==> config.mk <==
export PLATFORM = sky130hd
export DESIGN_NAME = stall_ctrl
export DESIGN_NICKNAME = d
export VERILOG_FILES = /design/src/rtl/stall_ctrl.sv
export SDC_FILE = /design/constraint.sdc
export NUM_CORES = 1
export LEC_CHECK = 0
export ABC_CLOCK_PERIOD_IN_PS = 2300
export CAP_MARGIN = 20
export CORE_ASPECT_RATIO = 0.9
export CORE_UTILIZATION = 43
export DETAILED_ROUTE_END_ITERATION = 7
export GPL_TIMING_DRIVEN = 0
export PLACE_DENSITY_LB_ADDON = 0.3
export SYNTH_ARGS = -nofsm -noshare
export SYNTH_HDL_FRONTEND = slang
export SYNTH_SLANG_ARGS = --single-unit
==> constraint.sdc <==
create_clock -name Clock -period 2.3 [get_ports Clock]
set_input_delay 0.23 -clock Clock [delete_from_list [all_inputs] [get_ports Clock]]
set_output_delay 0.23 -clock Clock [all_outputs]
set_load 0.05 [all_outputs]
==> src/rtl/stall_ctrl.sv <==
// Pipeline interlock: detects data hazards between the ID stage and its EX/MEM
// producers, tracks the multi-cycle mult/div unit, and counts stall cycles.
module stall_ctrl (
  input  logic        Clock,
  input  logic        Reset,
  // ID-stage consumer
  input  logic [4:0]  ID_Rs,
  input  logic [4:0]  ID_Rt,
  input  logic [1:0]  ID_TuseRs,
  input  logic [1:0]  ID_TuseRt,
  input  logic        ID_IsMD,
  // EX-stage producer
  input  logic [4:0]  EX_WriteReg,
  input  logic [1:0]  EX_Tnew,
  input  logic        EX_Start,
  input  logic        EX_IsDiv,
  // MEM-stage producer
  input  logic [4:0]  MEM_WriteReg,
  input  logic [1:0]  MEM_Tnew,
  // control and status
  output logic        IF_Enable,
  output logic        ID_Enable,
  output logic        EX_Flush,
  output logic        Busy,
  output logic [31:0] StallCount
);

  localparam logic [3:0]  MULT_CYCLES = 4'd5;
  localparam logic [3:0]  DIV_CYCLES  = 4'd10;
  localparam logic [31:0] CNT_MAX     = 32'hFFFF_FFFF;

  logic [3:0]  md_cnt_q, md_cnt_d;
  logic [31:0] stall_cnt_q, stall_cnt_d;
  logic        rs_hazard, rt_hazard, md_hazard, stall;

  // Register 0 never hazards; Tuse = 3 can never be exceeded since Tnew <= 2.
  always_comb begin
    rs_hazard = (ID_Rs != 5'd0) &&
                (((ID_Rs == EX_WriteReg)  && (EX_Tnew  > ID_TuseRs)) ||
                 ((ID_Rs == MEM_WriteReg) && (MEM_Tnew > ID_TuseRs)));
    rt_hazard = (ID_Rt != 5'd0) &&
                (((ID_Rt == EX_WriteReg)  && (EX_Tnew  > ID_TuseRt)) ||
                 ((ID_Rt == MEM_WriteReg) && (MEM_Tnew > ID_TuseRt)));
  end

  // Reset masks every combinational control output so the pipeline runs freely.
  assign Busy      = !Reset && ((md_cnt_q != 4'd0) || EX_Start);
  assign md_hazard = ID_IsMD && Busy;
  assign stall     = !Reset && (rs_hazard || rt_hazard || md_hazard);

  assign IF_Enable  = !stall;
  assign ID_Enable  = !stall;
  assign EX_Flush   = stall;
  assign StallCount = stall_cnt_q;

  // NOTE: every variable gets a default at the top of always_comb so no path
  // leaves it unassigned, which would otherwise infer a latch.
  always_comb begin
    md_cnt_d    = md_cnt_q;
    stall_cnt_d = stall_cnt_q;
    // A start while the unit is counting down is ignored, never reloaded.
    if (md_cnt_q != 4'd0) begin
      md_cnt_d = md_cnt_q - 4'd1;
    end else if (EX_Start) begin
      md_cnt_d = EX_IsDiv ? DIV_CYCLES : MULT_CYCLES;
    end
    if (stall && (stall_cnt_q != CNT_MAX)) begin
      stall_cnt_d = stall_cnt_q + 32'd1;
    end
  end

  // NOTE: state registers use non-blocking assignments so every flop samples
  // its next-state value from before the edge, independent of block order.
  always_ff @(posedge Clock) begin
    if (Reset) begin
      md_cnt_q    <= 4'd0;
      stall_cnt_q <= 32'd0;
    end else begin
      md_cnt_q    <= md_cnt_d;
      stall_cnt_q <= stall_cnt_d;
    end
  end

endmodule
Yosys cells after proc, flatten, opt, wreduce, memory -nomap -nowiden
Cells that the tools add are included.

Bits of input ports: 33. Output and inout port bits: 36. Register bits: 36.

Mux-type cells: 3. Equal/unequal tests: 5. Reductions and logical operators: 21. Add/sub/neg operators: 2. Magnitude comparators: 4.

Operator list (number): $add A32 B1 Y32 const B (1); $ne A32 B32 Y1 const B (1); $eq A5 B5 Y1 (4); $mux W4 (3); $logic_and A1 B1 Y1 (10); $reduce_bool A5 Y1 (2); $gt A2 B2 Y1 (4); $logic_or A1 B1 Y1 (5); $reduce_bool A4 Y1 (1); $sub A4 B1 Y4 const B (1); $logic_not A1 Y1 (2); $reduce_bool A2 Y1 (1).

Depth between registers and ports, before layout
Gate-level depths: netlist of the first run.

Word-level depth: 8. Depth in mapped cells: 11. Mapped depth without buffers: 9.

Worst setup path after synthesis of the first run
OpenSTA, ideal clock, no wires.

Path type: register to output. Start: register md_cnt_q[0]. End: output EX_Flush. Setup slack: -1.094 ns. Buffers on the path: 2. Required time: 2.070 ns. Cell stages (with the launch flop): 11. Data arrival time: 3.164 ns. Cells stage by stage: dfxtp_1 inv_1 ha_1 nor3b_1 a21oi_1 nand2_1 and3_4 buf_6 buf_2 or2_2 inv_1.

Cells in the longest elaborated chain, start to end: 6.

Ends and longest elaborated chain: start: declaration (RTL line 32) `logic [3:0] md_cnt_q, md_cnt_d;`; start signal: assignment (RTL line 79) `md_cnt_q <= md_cnt_d;`; $reduce_bool A4 Y1 (RTL line 47) `assign Busy = !Reset && ((md_cnt_q != 4'd0) || EX_Start);`; $logic_or A1 B1 Y1 (RTL line 47); $logic_and A1 B1 Y1 (RTL line 47); via Busy (RTL line 24) `output logic Busy,`; $logic_and A1 B1 Y1 (RTL line 48) `assign md_hazard = ID_IsMD && Busy;`; $logic_or A1 B1 Y1 (RTL line 49) `assign stall = !Reset && (rs_hazard || rt_hazard || md_hazard);`; $logic_and A1 B1 Y1 (RTL line 49); end: declaration (RTL line 23) `output logic EX_Flush,`.

The timed path passes the listed nets, and every way through them passes these cells.

Worst setup path after layout of the first run
Start: input ID_Rs[0]. End: output IF_Enable.

Cells in the longest elaborated chain, start to end: 8. Elaborated cells on any way between the ends: 11. Classes of those cells: 2 x eq/ne; 9 x reduce/logical.

Ends and longest elaborated chain: start: declaration (RTL line 7) `input logic [4:0] ID_Rs,`; $eq A5 B5 Y1 (on tied branches) (RTL line 39, 40); $logic_and A1 B1 Y1 (on tied branches) (RTL line 39, 40); $logic_or A1 B1 Y1 (RTL line 39) `(((ID_Rs == EX_WriteReg) && (EX_Tnew > ID_TuseRs)) ||`; $logic_and A1 B1 Y1 * (RTL line 38) `rs_hazard = (ID_Rs != 5'd0) &&`; $logic_or A1 B1 Y1 * (2 in a row) (RTL line 49); $logic_and A1 B1 Y1 * (RTL line 49); $logic_not A1 Y1 * (RTL line 51) `assign IF_Enable = !stall;`; end: declaration (RTL line 21) `output logic IF_Enable,`.

Every way passes the cells marked *; elsewhere a longest branch is shown, timed or not.

==> run metrics, run 1 <==
R2R cell count=10; Final Setup Violations=5; DR vias=between 2,000 and 3,000; core area=between 0.005 and 0.006 mm2; ys async rst share=0%; synth top area cells=dfxtp_1, a21oi_1, ha_1, or4_1, xnor2_1; clk_skew=0.00794 ns; Worst Path Max Fanout=3; Worst Tran Pin Value=between 0.5 and 0.6 ns; H-tree depth=2; top cell type's share of synthesized area=around 30%; overflow left after global routing=0; Commonest cells post-synth=dfxtp_1, a21oi_1, nand2_1; largest area contributor in the netlist=dfxtp_1; Mapped Nets=334; largest net degree at the start of global routing=14; TritonCTS Buffers=5; max_cap viols=0; post-DP HPWL=4930 um; All-Layer GR Usage=25.2%; Rel. slew slack=between 60% and 70%; Clk Latency, worst-skew pair=slightly below 0.3 ns; DP Area=roughly 0.0032 mm2; Crit. End Element=primary output; final setup margin=-0.204 ns; Vias/cell=roughly 6.0; Slew Viols, Final=0; TNS Setup=-0.579 ns; layout cell share with drive strength beyond 1=31.0%; Seq cells post-synth=36; area of the mapped netlist=0.00239 mm2; die width=between 80 and 90 um; Hold Crit Depth=2; initial core utilization=between 40% and 50%; fillers=around 430; status=finished with violations; Pwr Total=between 1.5 and 2 mW; Layout Nets=424; multi-input logic area=0.00178 mm2; Worst path slowest cell=nor4_2; worst stage delay on the critical path=0.34 ns; Worst Path Arrival=2.27 ns; final antenna-violating net count=0; number of hold violations in the final report=0; Worst Hold Class=flop to flop; synth-to-layout area growth=51.1%; final WL=7580 um; Clk pin slew, worst setup/hold paths=roughly 0.08 ns; Row Count=25; unrepaired setup endpoints after global routing=yes; Pre-Repair DR Iteration Count=5; top-count cell post-synth=dfxtp_1; Cells after Synth=290; f_max=approximately 0.40 GHz; Register Area=~740 um2; initial antenna violation count=0; top-level I/O count=69; critical path type=input port to primary output; Mapped Avg Cell Area=just over 8 um2; ANT cells=0; Finished Layout Cells=about 450; first-pass GRT wire length=roughly 12,000 um; CTS tree=yes; peak supply drop=0.335 mV; gpl congestion=between 0.8 and 0.9; distinct cell type count of the synthesized netlist=40; Yosys warning count=0; min Tclk post-route=2.50 ns; pwr dens=between 500 and 600 mW/mm2; Post-synth EDFFs=0; die area=between 0.005 and 0.006 mm2; Seq/Total Area, Yosys=between 30% and 40%; nature of the critical path startpoint=input port; cell seen most often among critical-path stages=buf_8; Final Cell Area=roughly 0.0036 mm2; Util after Layout=around two thirds; Leak=approximately 1.3 nW; DRC=0; DIE HEIGHT=72.7 um; Top FF cell, synth=dfxtp_1; Fin Hold WS=between 0.4 and 0.5 ns; Clock Path Buffers=2; Starting DRT DRC Count=between 200 and 300; failing checks=setup timing; number of cells after detailed placement=approximately 430; per-cell routed wire length=about 17 um; Place WS=-1.23 ns; clk sinks=36; vias in the first global route=about 2,500; Clk Tree Root Cell=clkbuf_8; Tcrit/Tclk final=109%; critical path, cell by cell=dlygate4sd2_1 -> xnor2_1 -> nand4_1 -> nor4_2 -> o22ai_2 -> and3_4 -> buf_8 -> buf_8 -> or2_4 -> buf_6 -> buf_8; worst path required time=~2.1 ns; Port Buffer Count=approximately 70
## area by class of cell
class | instances | share of cell area (%)
sequential | 36 | 20.4
inverter | 13 | 1.73
clock buffer | 5 | 1.91
timing repair buffer | 83 | 20.5
buffer | 15 | 3.26
tap | 67 | 2.32
clock inverter | 3 | 0.658
multi-input combinational | 226 | 49.2
## final timing paths
check / slack [ns] / from / to
min: 0.49 / StallCount[23] / StallCount[23]
min reg2reg: 0.49 / StallCount[23] / StallCount[23]
max reg2reg: 0.05 / md_cnt_q[1] / StallCount[7]
max: -0.20 / ID_Rs[0] / IF_Enable
## metal layers
metal | vias to the layer above | wire length [um] | GRT usage [%]
met5 | - | 0 | 0
met4 | 0 | 171 | 5.95
li1 | 1265 | - | -
met2 | 134 | 3660 | 42.8
met1 | 1290 | 3230 | 33.1
met3 | 18 | 517 | 4.38
## worst max-delay path: cells and delay by family
family	cells	cell delay [ns]
and+or+nand+nor	4	0.93
buffers and inverters	5	0.79
xor gates and xnor gates	1	0.19
AOI/OAI and AO/OA	1	0.14
## power breakdown
group | switching, mW | internal, mW | total (mW)
Clock | 0.252 | 0.215 | 0.467
Sequential | 0.0488 | 0.666 | 0.715
Combinational | 0.380 | 0.350 | 0.730
Total | 0.681 | 1.23 | 1.91
## logic make-up after synthesis
family | after synthesis | synth area share, %
buf+inv | 28 | 5.91
fa+ha+maj | 11 | 5.76
flops | 36 | 30.1
compound gates | 69 | 18.8
mux | 5 | 2.35
xor+xnor | 21 | 7.69
simple gates | 120 | 29.3
## cells in the final DEF (no fill, tap or decap), types with 6 or more instances in the layout
cell type / instances
clkbuf_2: 10
nand3_1: 16
a21oi_1: 23
nand2_1: 15
nor2_1: 12
xor2_1: 8
or3_1: 6
clkdlybuf4s50_1: 36
o31ai_1: 15
ha_4: 8
o21ai_0: 8
buf_6: 6
xnor2_1: 13
buf_4: 16
dlygate4sd2_1: 11
dfxtp_2: 10
dfxtp_1: 25
nand4_1: 7
inv_1: 6
or4_1: 13
## what timing repair did
action / in CTS / in global routing
pin swaps: 20 / 31
resized for setup: 74 / 73
endpoints found under the setup margin: 34 / 28
setup buffers: 10 / 5
cloned: 0 / 1
hold buffers: 0 / 0
## flip-flops by register name, summed over array words and instances (netlist names)
signal	flops
StallCount	32
md_cnt_q	4
(Power assumes the default switching activity.)
==> run 2: changes to the inputs <==
--- a/config.mk
+++ b/config.mk
@@ -12,6 +12,7 @@
 export DETAILED_ROUTE_END_ITERATION = 7
 export GPL_TIMING_DRIVEN = 0
 export PLACE_DENSITY_LB_ADDON = 0.3
+export RECOVER_POWER = 50
 export SYNTH_ARGS = -nofsm -noshare
 export SYNTH_HDL_FRONTEND = slang
 export SYNTH_SLANG_ARGS = --single-unit
==> results of run 2 <==
The final DEF is identical to that of run 1; final timing and power are the same.
==> run 3: changes to the inputs <==
--- a/config.mk
+++ b/config.mk
@@ -5,7 +5,7 @@
 export SDC_FILE = /design/constraint.sdc
 export NUM_CORES = 1
 export LEC_CHECK = 0
-export ABC_CLOCK_PERIOD_IN_PS = 2300
+export ABC_CLOCK_PERIOD_IN_PS = 2230
 export CAP_MARGIN = 20
 export CORE_ASPECT_RATIO = 0.9
 export CORE_UTILIZATION = 43
==> constraint.sdc (replaced) <==
create_clock -name Clock -period 2.23 [get_ports Clock]
set_input_delay 0.223 -clock Clock [delete_from_list [all_inputs] [get_ports Clock]]
set_output_delay 0.223 -clock Clock [all_outputs]
set_load 0.05 [all_outputs]
==> run metrics, run 3 (same netlist as run 1, synthesis figures left out) <==
DRC=0 (unchanged); overflow left after global routing=0 (unchanged); first-pass GRT wire length=11,700 um (+1.6%); ANT cells=0 (unchanged); Row Count=25 (unchanged); Clk Tree Root Cell=clkbuf_8; Int Power=1.40 mW (+14%); core area=0.00532 mm2 (unchanged); Register Area=747 um2 (+1.4%); met1 Track Usage GR=33.1% (about the same); final WL=7440 um (-1.8%); min Tclk post-route=around 2.4 ns; Clk pin slew, worst setup/hold paths=0.08 ns (about the same); post-DP HPWL=4890 um (-0.76%); top-level I/O count=69 (unchanged); number of hold violations in the final report=0 (unchanged); Worst Hold Class=flop to flop; Layout Nets=429 (+1.2%); Clock Path Buffers=2 (unchanged); R2R cell count=7 (-3); die area=0.00586 mm2 (unchanged); H-tree depth=2 (unchanged); Starting DRT DRC Count=251 (-11%); All-Layer GR Usage=25.8% (+0.59 points); pwr dens=561 mW/mm2 (+6.0%); Clk Latency, worst-skew pair=0.29 ns (about the same); CP top delay family=simple AND/OR/NAND/NOR gates; reg-to-reg endpoint=StallCount[28]; multi-input logic area=0.00179 mm2 (+0.92%); Worst Path Max Fanout=3 (unchanged); Worst path slowest cell=dfxtp_2; peak supply drop=0.315 mV (-6.0%); max FFs per register=32 (unchanged); reg2reg start=StallCount[8]; gpl congestion=0.841 (-2.0%); clk sinks=36 (unchanged); TritonCTS Buffers=5 (unchanged); largest net degree at the start of global routing=12 (-2); vias in the first global route=2,604 (+2.3%); Pwr Total=2.09 mW (+9.1%); sw frac=32.9% (-2.7 points); unrepaired setup endpoints after global routing=yes; Slew Viols, Final=0 (unchanged); clk_skew=0.00584 ns (-0.00210 ns); Port Buffer Count=68 (unchanged); Sequential Power Share=34.8% (-2.6 points); die width=80.6 um (unchanged); status=finished with violations; CTS tree=yes; Worst Path Arrival=2.19 ns (-0.08 ns); per-cell routed wire length=16.4 um (-2.9%); f_max=about 0.41 GHz; DR vias=2,758 (+1.9%); critical path type=flop to primary output; Hold Path Sink=StallCount[23]; Util after Layout=70.0% (+2.0 points); FF-to-FF setup slack=-0.08 ns (-0.13 ns); Final Setup Violations=4 (-1); GRT met3 Usage=4.13% (-0.25 points); Psw=687 uW (+0.83%); Clk pwr share=27.5% (+3.1 points); fillers=421 (-3.0%); Gate power share=37.6% (-0.6 points); Crit. End Element=primary output; final setup margin=-0.181 ns (+0.0229 ns); Leak=1.42 nW (+12%); Worst Tran Pin Value=0.536 ns (-0.00914 ns); leading cell type in the layout, fill and taps excluded=dlygate4sd3_1; Buf/Inv on CP=5 (unchanged); met2 Use GR=42.9% (+0.094 points); worst stage delay on the critical path=0.35 ns (about the same); max_cap viols=0 (unchanged); layout cell share with drive strength beyond 1=33.7% (+2.7 points); DIE HEIGHT=72.7 um (unchanged); final antenna-violating net count=0 (unchanged); most frequent cells in the layout=dlygate4sd3_1, a21oi_1, buf_4; critical path, cell by cell=inv_2 -> ha_4 -> nor3b_4 -> a21oi_4 -> nand2_2 -> and3_4 -> buf_8 -> buf_8 -> or2_4 -> buf_6 -> buf_8; worst path required time=2.01 ns (-0.06 ns); Pre-Repair DR Iteration Count=5 (unchanged); cell seen most often among critical-path stages=buf_8; HP Start=StallCount[23]; Vias/cell=6.09 (+0.76%); failing checks=setup timing; Fin Hold WS=0.487 ns (-0.00757 ns); Rel. slew slack=64.1% (+0.49 points); Hold Crit Depth=2 (unchanged); Tcrit/Tclk final=108%; synth-to-layout area growth=55.6%; global route hottest layer=met2; initial antenna violation count=0 (unchanged); initial core utilization=45.0% (unchanged); nature of the critical path startpoint=flop
[run 3: cell types whose count changed in the layout (fill, tap and decap cells not counted), moves of 8 or more]
| cell | previous run | this run |
|---|---|---|
| buf_4 | 16 | 24 |
| clkdlybuf4s50_1 | 36 | 9 |
| dfxtp_1 | 25 | 17 |
| dfxtp_2 | 10 | 18 |
| dlygate4sd3_1 | 0 | 27 |
[run 3: per-layer routing]
| layer | vias up | share of wire (%) | wire length, um |
|---|---|---|---|
| li1 | 1285 | - | - |
| met1 | 1305 | 42 | 3090 |
| met2 | 149 | 48 | 3610 |
| met3 | 19 | 7.9 | 587 |
| met4 | 0 | 2.1 | 157 |
| met5 | - | 0 | 0 |
[run 3: stage by stage]
| step | setup WS [ns] | std cells | instance area, um2 | setup TNS, ns |
|---|---|---|---|---|
| global route | -0.244 | 453 | 3720 | -1.22 |
| detailed placement | -1.27 | 425 | 3230 | -18.91 |
| finish | -0.181 | 453 | 3720 | -0.510 |
| global placement | -1.24 | 425 | 3230 | -17.61 |
| CTS | -0.141 | 447 | 3540 | -0.318 |
| floorplan | -0.184 | 290 | 2460 | -0.396 |
[run 3: what timing repair did]
action / in CTS / in global routing
hold buffers: 0 / 0
endpoints found under the hold margin: 0 / 0
gates resized for setup: 96 / 64
endpoints found under the setup margin: 35 / 32
pin swaps: 25 / 34
buffers inserted: 14 / 6
[run 3: worst max path at each step]
stage                             from         to  slack (ns)  cells after the start
final                      md_cnt_q[0]  IF_Enable       -0.18                     11
after global routing       MEM_Tnew[0]  IF_Enable       -0.24                     14
after CTS                  md_cnt_q[0]  IF_Enable       -0.14                     11
after detailed placement  ID_TuseRs[1]   EX_Flush       -1.27                     13
after global placement    ID_TuseRs[1]   EX_Flush       -1.24                     13
after floorplan            md_cnt_q[0]   EX_Flush       -0.18                     10
[run 3: power by group through the flow]
| stage | Sequential [mW] | Combinational, mW | Clock (mW) |
|---|---|---|---|
| 2_1_floorplan | 0.755 | 0.390 | 0 |
| 3_3_place_gp | 0.744 | 0.575 | 0 |
| 3_5_place_dp | 0.747 | 0.591 | 0 |
| 4_1_cts | 0.726 | 0.724 | 0.581 |
| 5_1_grt | 0.731 | 0.839 | 0.604 |
| 6_report | 0.727 | 0.785 | 0.574 |
[run 3: layout make-up]
type	count	area share, %
plain buffers	15	3.36
clock inverters	2	0.942
flip-flops and latches	36	20.1
well taps	67	2.25
multi-input cells	226	48.2
repair buffers	88	21.5
inverters	13	1.75
clock buffers	6	1.95
[run 3: worst reg2reg max path, delay by kind of cell, from the launching register on]
| kind | cells | cell delay (ns) |
|---|---|---|
| AOI/OAI and AO/OA | 1 | 0.40 |
| and+or+nand+nor | 6 | 1.41 |
| DFF | 1 | 0.39 |
==> RTL edit 1, RTL diff (settings of run 3) <==
The localparam `DIV_CYCLES` goes from 4'd10 to 4'd8.
--- a/src/rtl/stall_ctrl.sv
+++ b/src/rtl/stall_ctrl.sv
@@ -26,7 +26,7 @@
 );
 
   localparam logic [3:0]  MULT_CYCLES = 4'd5;
-  localparam logic [3:0]  DIV_CYCLES  = 4'd10;
+  localparam logic [3:0]  DIV_CYCLES  = 4'd8;
   localparam logic [31:0] CNT_MAX     = 32'hFFFF_FFFF;
 
   logic [3:0]  md_cnt_q, md_cnt_d;
Formal check against the unedited RTL: not equivalent (a bounded check fails within 10 cycles, from zero or initial values and one cycle with Reset high).
==> RTL edit 1 against run 3 <==
The flow still finishes with violations (negative setup slack); fmax is 5.6% higher; hold slack better by 0.0016 ns; wire length is 3.7% lower; area after synthesis is 2.4% lower; sequential cell count stayed put; count of clock-buffer cells in the layout is 1 higher; register-to-register slack better by 0.16 ns; worst setup slack better by 0.13 ns; largest power group is now registers; non-clock buffer count is 12 lower; total power is 4.0% lower; design area is 0.34% lower.
==> RTL edit 1: results (changes against run 3) <==
postCtsResizedCells: 100  # +4.2%
drtIter0Drc: 188  # -25%
fillers: 381  # -9.5%
drtPass1Iterations: 4  # -1
grt.total_usage_pct: 25.16  # -0.59 points
post-cts-setup-buffers: 8  # -6
synth_compound_area_share_pct: 17.91  # -0.93 points
synth_commonest_cells: "36 x dfxtp_1, 32 x a21oi_1, 18 x nand4_1, 18 x nor2_1, 18 x o21ai_0"
grt_pass1_vias: 2396  # -8.0%
skew_ns: 0.007245  # +0.001401 ns
globalplace.congestion: 0.8356  # -0.58%
r2r_setup_slack_ns: 0.08  # +0.16 ns
synth_xor_area_share_pct: 7.507  # -0.19 points
final-setup-viol-count: 6  # +2
worst_path_largest_cell_delay_ns: 0.54  # +0.19 ns
multiInputGateArea_um2: 1800  # +0.42%
pg_clk_uw: 640  # +11%
clk_share_pct: 3.409  # +0.52 points
ys_seq_area_share_pct: 30.88  # +0.74 points
final-nonclk-buf-share_pct: 23.56  # -1.3 points
synthDistinctLibCells: 43  # +7.5%
grt_first_pass_wirelength_um: 11180  # -4.5%
outcome: "finished with violations"
nMultiInputCombCells: 230  # +1.8%
layout_setup_ws_ns: -0.05438  # +0.1270 ns
p_leak_nw: 1.423  # -0.14%
routedWlPerCell_um: 16.12  # -1.9%
violations: "negative setup slack"
nNetsFinal: 419  # -2.3%
dpl.hpwl_um: 4829  # -1.3%
==> RTL edit 1: worst paths after layout <==
path	start	end	cells past startpoint
hold / removal	md_cnt_q[0]	md_cnt_q[0]	1
hold reg to reg	md_cnt_q[0]	md_cnt_q[0]	1
setup / recovery	ID_TuseRt[1]	StallCount[15]	11
setup reg to reg	StallCount[15]	StallCount[1]	7
==> RTL edit 1: through the flow <==
| stage | instances | util (%) | instance area [um2] |
|---|---|---|---|
| after global placement | 429 | 61.27 | 3201 |
| final | 445 | 70.97 | 3707 |
| after CTS | 443 | 67.31 | 3516 |
| after global routing | 445 | 70.97 | 3707 |
| after detailed placement | 429 | 61.27 | 3201 |
| after floorplan | 294 | - | 2436 |
==> RTL edit 1: routing by layer <==
layer	global-route usage [%]	wire [um]	vias up
met5	0	0	-
met3	4.713	357	15
met1	32.04	3113	1231
met2	41.98	3594	93
met4	9.495	106	0
li1	-	-	1260
==> RTL edit 2, RTL diff (settings of run 3) <==
Without the edit above. Add an input register stage for `EX_IsDiv`; this delays it by one clock. The other inputs are not delayed to match.
--- a/src/rtl/stall_ctrl.sv
+++ b/src/rtl/stall_ctrl.sv
@@ -28,6 +28,12 @@
   localparam logic [3:0]  MULT_CYCLES = 4'd5;
   localparam logic [3:0]  DIV_CYCLES  = 4'd10;
   localparam logic [31:0] CNT_MAX     = 32'hFFFF_FFFF;
+
+  logic EX_IsDiv_q;
+
+  always_ff @(posedge Clock) begin
+    EX_IsDiv_q <= EX_IsDiv;
+  end
 
   logic [3:0]  md_cnt_q, md_cnt_d;
   logic [31:0] stall_cnt_q, stall_cnt_d;
@@ -62,7 +68,7 @@
     if (md_cnt_q != 4'd0) begin
       md_cnt_d = md_cnt_q - 4'd1;
     end else if (EX_Start) begin
-      md_cnt_d = EX_IsDiv ? DIV_CYCLES : MULT_CYCLES;
+      md_cnt_d = EX_IsDiv_q ? DIV_CYCLES : MULT_CYCLES;
     end
     if (stall && (stall_cnt_q != CNT_MAX)) begin
       stall_cnt_d = stall_cnt_q + 32'd1;
Formal check against the unedited RTL: not equivalent (Yosys sat finds a counterexample within 10 cycles, from zero or initial values and one cycle with Reset high).
==> RTL edit 2 against run 3 <==
The run still ends with negative setup slack left; total power increased by 2.0%; first-iteration DRC count rose by 2.8%; worst setup slack got worse by 0.024 ns; wire length grew 8.7%; design area up 3.6%; area after synthesis is 0.84% higher; fmax down 1.0%; die area up 0.82%; synthesized cell count is 0.34% higher; sequential cell count grew 1; core utilization grew 2.5 points; global-route usage barely moved; highest routed layer unchanged.
==> RTL edit 2: results (changes against run 3) <==
routedWlPerCell_um: 17.75  # +8.0%
p_sw_share_pct: 33.22  # +0.30 points
violations: "negative setup slack"
wl_met2_um: 4053  # +12%
drt-total-wl_um: 8092  # +8.7%
met1Wirelength_um: 3289  # +6.4%
globalplace.congestion: 0.8534  # +1.5%
place_ws_ns: -1.301  # -0.02656 ns
layout_setup_ws_ns: -0.2056  # -0.02426 ns
hold_class: "in2reg"
p_leak_nw: 1.443  # +1.3%
outcome: "finished with violations"
avgViaCountPerCell: 6.042  # -0.77%
synthMuxAreaShare_pct: 2.335  # -0.020 points
grt_first_pass_wirelength_um: 11760  # +0.41%
crit_path_start: "EX_WriteReg[2]"
final-setup-viol-count: 5  # +1
syn_inst: 291  # +0.34%
skew_ns: 0.01034  # +0.004496 ns
syn-num-nets: 335  # +0.30%
synth_xor_area_share_pct: 7.628  # -0.064 points
r2r_setup_slack_ns: -0.05  # +0.03 ns
drtIter0Drc: 258  # +2.8%
grt.total_usage_pct: 25.77  # about the same
final_layout_size_suffix_gt1_share_pct: 35.22  # +1.5 points
dpl.hpwl_um: 4908  # +0.29%
vdd_drop_max_uv: 324.7  # +3.2%
grtUsageMet1_pct: 32.75  # -0.33 points
cp_data_arrival_time_ns: 2.21  # +0.02 ns
synthTopCellsByArea: "dfxtp_1 31%, a21oi_1 5.8%, ha_1 5.7%"
wl_met3_um: 575  # -2.0%
worst_pin_slew_ns: 0.5591  # +0.02296 ns
==> RTL edit 2: cell count changes after synthesis <==
cell and delta:
dfxtp_1 +1
==> RTL edit 2: metrics by stage <==
| stage | hold WS, ns | cell area (um2) | power (mW) | TNS [ns] |
|---|---|---|---|---|
| 2_1_floorplan | 0.2507 | 2482 | 1.165 | -0.3965 |
| 3_3_place_gp | 0.4722 | 3247 | 1.337 | -17.73 |
| 3_5_place_dp | 0.4778 | 3247 | 1.353 | -19.30 |
| 4_1_cts | 0.3649 | 3560 | 2.063 | -0.3553 |
| 5_1_grt | 0.4575 | 3854 | 2.227 | -1.593 |
| 6_report | 0.4666 | 3854 | 2.127 | -0.5984 |
==> RTL edit 2: cells by family after synthesis <==
kind of cell | Yosys count
compound gates | 69
flops | 37
fa+ha+maj | 11
simple gates | 120
buf+inv | 28
mux | 5
xor+xnor | 21
==> RTL edit 2: power by group through the flow <==
| stage | clock [mW] | sequential (mW) | combinational [mW] |
|---|---|---|---|
| detailed placement | 0 | 0.766 | 0.587 |
| finish | 0.633 | 0.744 | 0.751 |
| global placement | 0 | 0.764 | 0.573 |
| CTS | 0.622 | 0.744 | 0.697 |
| global route | 0.660 | 0.752 | 0.816 |
| floorplan | 0 | 0.775 | 0.390 |
==> RTL edit 2: how the worst min path moves through the flow <==
stage	depth (start not counted)	slack, ns	endpoint	from
final	1	0.47	EX_IsDiv_q	EX_IsDiv
after detailed placement	2	0.48	StallCount[10]	StallCount[10]
after global routing	1	0.46	EX_IsDiv_q	EX_IsDiv
after CTS	1	0.36	EX_IsDiv_q	EX_IsDiv
after global placement	2	0.47	StallCount[24]	StallCount[24]
after floorplan	0	0.25	EX_IsDiv_q	EX_IsDiv
==> RTL edit 2: repair_timing <==
item / in CTS / in global routing
endpoints found under the setup margin: 36 / 34
hold buffers: 0 / 0
hold endpoints to repair: 0 / 0
cloned: 0 / 0
buffers inserted: 15 / 7
pin swaps: 20 / 23
resized for setup: 90 / 59
==> RTL edit 2: cell type report <==
type | instances | area, um2
buffer | 15 | 135.1
clock buffer | 6 | 82.58
clock inverter | 2 | 37.54
fill | 412 | 1464
inverter | 13 | 55.05
multi-input combinational | 226 | 1879
sequential | 37 | 764.5
tap | 67 | 83.83
timing repair buffer | 90 | 815.8
==> RTL edit 2: critical path, cell delays in order <==
cell and delay (ns):
dlygate4sd2_1 0.28, xnor2_1 0.20, nand3_2 0.14, a2111oi_4 0.31, o22ai_2 0.15, and3_4 0.17, buf_8 0.12, buf_8 0.11
or2_4 0.26, buf_6 0.12, buf_8 0.14
